<file path="src/rtl/seq_subtractor.sv">
// Digit-serial subtractor: computes a - b - bin one DIGIT-bit slice per clock,
// LSB slice first, reporting diff, borrow-out and two's-complement overflow.
module seq_subtractor #(
  parameter int unsigned WIDTH = 16,
  parameter int unsigned DIGIT = 4
) (
  input  logic             clk,
  input  logic             rst,
  input  logic             start,
  input  logic [WIDTH-1:0] a,
  input  logic [WIDTH-1:0] b,
  input  logic             bin,
  output logic             busy,
  output logic             done,
  output logic [WIDTH-1:0] diff,
  output logic             bout,
  output logic             ovf
);

  localparam int unsigned N  = WIDTH / DIGIT;
  localparam int unsigned CW = (N > 1) ? $clog2(N) : 1;
  localparam int unsigned SW = DIGIT + 1;

  typedef enum logic [1:0] {
    IDLE = 2'd0,
    RUN  = 2'd1,
    DONE = 2'd2
  } state_t;

  state_t          state;
  logic [WIDTH-1:0] a_r;
  logic [WIDTH-1:0] b_r;
  logic             borrow;
  logic [CW-1:0]    cnt;

  logic [DIGIT-1:0] a_s;
  logic [DIGIT-1:0] b_s;
  logic [DIGIT:0]   s_full;
  logic             last_slice;

  // Select the current operand slice; the top bit of s_full is the slice borrow.
  always_comb begin
    a_s = '0;
    b_s = '0;
    for (int i = 0; i < int'(N); i++) begin
      if (cnt == CW'(i)) begin
        a_s = a_r[i*DIGIT +: DIGIT];
        b_s = b_r[i*DIGIT +: DIGIT];
      end
    end
    s_full     = {1'b0, a_s} - {1'b0, b_s} - SW'(borrow);
    last_slice = (cnt == CW'(N - 1));
  end

  always_ff @(posedge clk) begin
    if (rst) begin
      state  <= IDLE;
      cnt    <= '0;
      busy   <= 1'b0;
      done   <= 1'b0;
      diff   <= '0;
      bout   <= 1'b0;
      ovf    <= 1'b0;
      a_r    <= '0;
      b_r    <= '0;
      borrow <= 1'b0;
    end else begin
      case (state)
        IDLE, DONE: begin
          done <= 1'b0;
          if (start) begin
            a_r    <= a;
            b_r    <= b;
            borrow <= bin;
            cnt    <= '0;
            busy   <= 1'b1;
            state  <= RUN;
          end else begin
            state <= IDLE;
          end
        end
        RUN: begin
          for (int i = 0; i < int'(N); i++) begin
            if (cnt == CW'(i)) diff[i*DIGIT +: DIGIT] <= s_full[DIGIT-1:0];
          end
          borrow <= s_full[DIGIT];
          if (last_slice) begin
            // Top slice MSB is the final diff sign bit.
            state <= DONE;
            busy  <= 1'b0;
            done  <= 1'b1;
            bout  <= s_full[DIGIT];
            ovf   <= (a_r[WIDTH-1] ^ b_r[WIDTH-1]) & (s_full[DIGIT-1] ^ a_r[WIDTH-1]);
          end else begin
            cnt <= cnt + CW'(1);
          end
        end
        default: state <= IDLE;
      endcase
    end
  end

endmodule

</file>
<file path="config.mk">
export PLATFORM = sky130hd
export DESIGN_NAME = seq_subtractor
export DESIGN_NICKNAME = d
export VERILOG_FILES = /design/src/rtl/seq_subtractor.sv
export SDC_FILE = /design/constraint.sdc
export NUM_CORES = 1
export LEC_CHECK = 0
export CORE_ASPECT_RATIO = 0.6
export CORE_MARGIN = 3
export CORE_UTILIZATION = 45
export DETAILED_ROUTE_END_ITERATION = 16
export GPL_TIMING_DRIVEN = 0
export PLACE_DENSITY = 0.73
export SLEW_MARGIN = 25
export SYNTH_ARGS = -nofsm -noshare
export SYNTH_HDL_FRONTEND = slang
export SYNTH_SLANG_ARGS = --single-unit
</file>
<file path="constraint.sdc">
create_clock -name clk -period 4.16 [get_ports clk]
set_input_delay 0.624 -clock clk [delete_from_list [all_inputs] [get_ports clk]]
set_output_delay 0.624 -clock clk [all_outputs]
set_load 0.01 [all_outputs]
</file>
* Yosys cells after proc, flatten, opt, wreduce, memory -nomap -nowiden
Index checks and enable logic that the tools add are counted.
** Operators by class
- Add/subtract/negate cells :: 3
- Mux-type cells :: 21
- Reductions and logical operators :: 13
- Bitwise logic cells :: 3
- Equality and inequality tests :: 8
** Operators with widths (count)
- two-way mux 4 bit :: 8
- AND reduction 2 bit :: 7
- case mux 2 bit (2 select lines) :: 2
- == test 2 bit (second input constant) :: 3
- two-way mux 2 bit :: 3
- != test 2 bit (second input constant) :: 3
- case mux 1 bit (2 select lines) :: 3
- AND reduction 3 bit :: 2
- two-way mux 1 bit :: 5
- subtractor 4 x 4 -> 5 bit :: 1
- subtractor 5 x 1 -> 5 bit :: 1
- == test 2 x 1 -> 1 bit (second input constant) :: 2
- logical NOT 2 bit :: 2
- adder 2 x 1 -> 2 bit (second input constant) :: 1
- nonzero test 2 bit :: 1
- OR reduction 2 bit :: 1
- XOR 1 bit :: 2
- bitwise AND 1 bit :: 1
** Word-level totals
- Word-level logic and storage cells :: 61
- Register bits after elaboration :: 57
- Output and inout bits :: 20
- Input bits :: 36

* Longest topological paths before layout
- Word-level depth :: 9
- Gate-level depth with buffers :: 17

* Worst setup path after synthesis
Ideal clock, no wire load.
- Path type :: register -> register
- From :: register cnt[1]
- To :: register ovf
- Period minus slack after synthesis :: 3.117 ns
- Stages on the path, launching flop included :: 17
- Library setup time :: 0.091 ns
- Arrival time :: 3.026 ns
- Path slack :: 1.043 ns
- Path buffers :: 2
- Required time :: 4.069 ns
- Path through :: dfxtp_1 -> inv_1 -> ha_1 -> clkbuf_1 -> nand3b_1 -> a21oi_1 -> a21oi_1 -> o21ai_0 -> fa_1 -> inv_1 -> ha_1 -> inv_1 -> a311oi_1 -> or3_1 -> buf_2 -> a211o_1 -> a311oi_1
** On the way
- Cells in the longest elaborated chain, start to end :: 9
** RTL lines
- start, declared :: RTL line 34 : logic [CW-1:0] cnt;
- start signal, assigned :: RTL line 95 : cnt <= cnt + CW'(1);
- logical NOT 2 bit :: RTL line 46 : if (cnt == CW'(i)) begin
- two-way mux 4 bit (4 in a row) :: RTL line 46
- subtractor 4 x 4 -> 5 bit :: RTL line 51 : s_full = {1'b0, a_s} - {1'b0, b_s} - SW'(borrow);
- subtractor 5 x 1 -> 5 bit :: RTL line 51
- XOR 1 bit :: RTL line 93 : ovf <= (a_r[WIDTH-1] ^ b_r[WIDTH-1]) & (s_full[DIGIT-1] ^ a_r[WIDTH-1]);
- bitwise AND 1 bit :: RTL line 93
- end signal, assigned :: RTL line 93
- end, declared :: RTL line 17 : output logic ovf
Parallel ways exist; a longest one is shown, timed or not.
A chain may end at the register's enable or synchronous reset.

* Worst setup path after layout
Same ends and word-level chain as after synthesis.

==> flow_summary.toml <==
[detailed_routing]
vias = 2324
drt_iter0_drc = 83
ant_nets = 0
routedWlPerCell_um = 13.4
via_per_inst = 5.10
dr.pass1.iters = 4
finalWirelength_um = 6120
drc = 0

[setup_path]
path_max_fanout = 10
crit_type = "reg -> reg"
cp_data_arrival_time_ns = 3.86
crit_slowest_cell = "fa_1"
start_kind = "flop"
critical_path.cell_chain = "inv_1, ha_1, clkbuf_1, nand3b_1, a21oi_1, a21oi_1, o21ai_0, fa_1, inv_1, ha_1, inv_1, a311oi_1, or3_1, buf_2, a211o_1, a311oi_1"
cp_common_cell = "inv_1"
crit_required_ns = 4.40
r2r_setup_slack_ns = 0.54
cpPeakStageDelay_ns = 0.46
end_kind = "flop"

[clocking]
numCtsBuffers = 9
cts.clk_slew.worst_paths_ns = 0.06
cts_resized = 0
hold_buffers = 0
ctsHtreeMaxLevel = 3
clkSinkCount = 57
cts_tree = "done"
clk_latency_ns = 0.33
post_cts_buffers = 0
cts_buffer_depth = 2
cts-root-buf = "clkbuf_8"

[global_route]
antenna_found_initial = 0
grt_max_degree = 11
grt_overflow = 0
first_global_vias = 2215
grt_usage = 0.202
grt_pass1_wl_um = 10100

[floorplanning]
die-area_sq_um = 6500
top_level_ports = 56
rows = 20
start_util = 0.479
die_y_um = 63.7
die_width_um = 102
core_area_sq_um = 5200

[synthesis]
synth_seq_cells = 57
syn_area_sq_um = 2490
netlist-cell-type-count = 31
synthFlopType = "dfxtp_1"
synth_warnings = 0
async_reset_ff_frac = 0
synth_area_per_cell_sq_um = 7.80
synth-edff-count = 0
synth_nets = 366
seq_area_frac_synth = 0.457
netlist_instances = 320

[outcome]
status = "complete, no violations"

[cells_and_area]
fillers = 490
fin_area_sq_um = 3290
fin_util = 0.632
nets = 431
layout_common_cells = "nand2_1 (82), a21oi_1 (60), dfxtp_1 (57)"
finalNonFillerCells = 456
synthToLayoutAreaGrowth_pct = 31.9
diodes = 0
layout_commonest_cell = "nand2_1"
drive_gt1_frac = 0.0487

[placed_design]
gp_congestion = 0.810
place_area_sq_um = 3120
dp.cells = 440
place_worst_setup_slack_ns = 0.518
hpwl_um = 4650
io_buffers = 54

[power_and_ir_drop]
power_switching_mw = 0.349
power_frac_comb = 0.177
clkPwrFrac = 0.357
intPower_mw = 0.925
power_leakage_nw = 1.20
swShare = 0.274
seq_power_share = 0.466
power.density_nw_per_um2 = 387
peakVddDrop_mv = 0.198

[timing]
finalClockSkew_ns = 0.00570
layout_setup_ws_ns = 0.541
finalHoldViolCount = 0
slew_viol_final = 0
finalSetupViolCount = 0
tightest_slew_ns = 0.541
tns_ns = 0
rsz0062_at_grt = "false"
slew_headroom = 0.640
fmax_mhz = 276
period_needed_ns = 3.62
timing.final.crit_share = 0.870

[hold_path]
min_path_type = "reg -> reg"

[flow_run]
drv_cap = 0
==> cells in the mapped netlist, drive strengths merged (5+ instances only) <==
library cell	count	area, sq um
nand2	82	308
a211oi	9	67.6
nor2	23	86.3
clkbuf	17	63.8
a21oi	61	309
inv	8	30.0
nand2b	5	31.3
ha	8	100
nand3b	8	60.1
dfxtp	57	1140
buf	8	37.5
==> path summary, 6_finish.rpt <==
kind                        start                   end  cells past startpoint
max reg2reg   cnt[1]$_SDFFE_PP0P_      ovf$_SDFFE_PP0P_                     16
max           cnt[1]$_SDFFE_PP0P_      ovf$_SDFFE_PP0P_                     16
min reg2reg  b_r[14]$_SDFFE_PP0P_  b_r[14]$_SDFFE_PP0P_                      2
min          b_r[14]$_SDFFE_PP0P_  b_r[14]$_SDFFE_PP0P_                      2
==> routing by layer <==
layer,global-route usage,vias to the layer above,part of all wire
li1,-,1196,-
met1,0.286,1062,0.50
met2,0.287,61,0.41
met3,0.0619,5,0.077
met4,0.0687,0,0.0060
met5,0,-,0
==> flip-flops by register name (all words and copies together), names as in the netlist <==
register,flops
borrow,1
cnt,2
busy,1
done,1
diff,16
ovf,1
bout,1
state,2
b_r,16
a_r,16
==> power by group through the flow <==
stage	combinational (mW)	clock [mW]	sequential [mW]
detailed placement	0.225	0	0.605
global placement	0.220	0	0.605
finish	0.225	0.455	0.594
global route	0.253	0.491	0.597
CTS	0.226	0.464	0.594
floorplan	0.135	0	0.604
==> logic make-up after synthesis <==
logic type	synth area share
multiplexers	0.0120
AND/OR/NAND/NOR	0.236
adder cells (fa/ha/maj)	0.0562
AO/OA/AOI/OAI	0.179
flip-flops	0.457
XOR/XNOR	0.00702
buffers and inverters	0.0527
==> metrics by stage <==
| step | hold WS (ns) | power, mW |
|---|---|---|
| floorplan | 0.436 | 0.739 |
| global placement | 0.445 | 0.824 |
| detailed placement | 0.448 | 0.831 |
| CTS | 0.457 | 1.28 |
| global route | 0.470 | 1.34 |
| finish | 0.453 | 1.27 |
==> final cells by class <==
type                    instances  area (sq um)  area share
flip-flops and latches         57          1140       0.347
multi-input cells             230          1220       0.371
well taps                      66          82.6      0.0251
clock inverters                 3          15.0     0.00456
inverters                       8          30.0     0.00912
repair buffers                 54           541       0.164
clock buffers                  13           159      0.0483
plain buffers                  25           101      0.0308
==> worst max-delay path, delay by kind of cell (launching register included) <==
kind | cells | cell delay (ns)
buffers and inverters | 5 | 0.77
AOI/OAI and AO/OA | 6 | 0.94
adders and majority gates | 3 | 1.00
and+or+nand+nor | 2 | 0.47
DFF | 1 | 0.33
(Power assumes the default switching activity.)
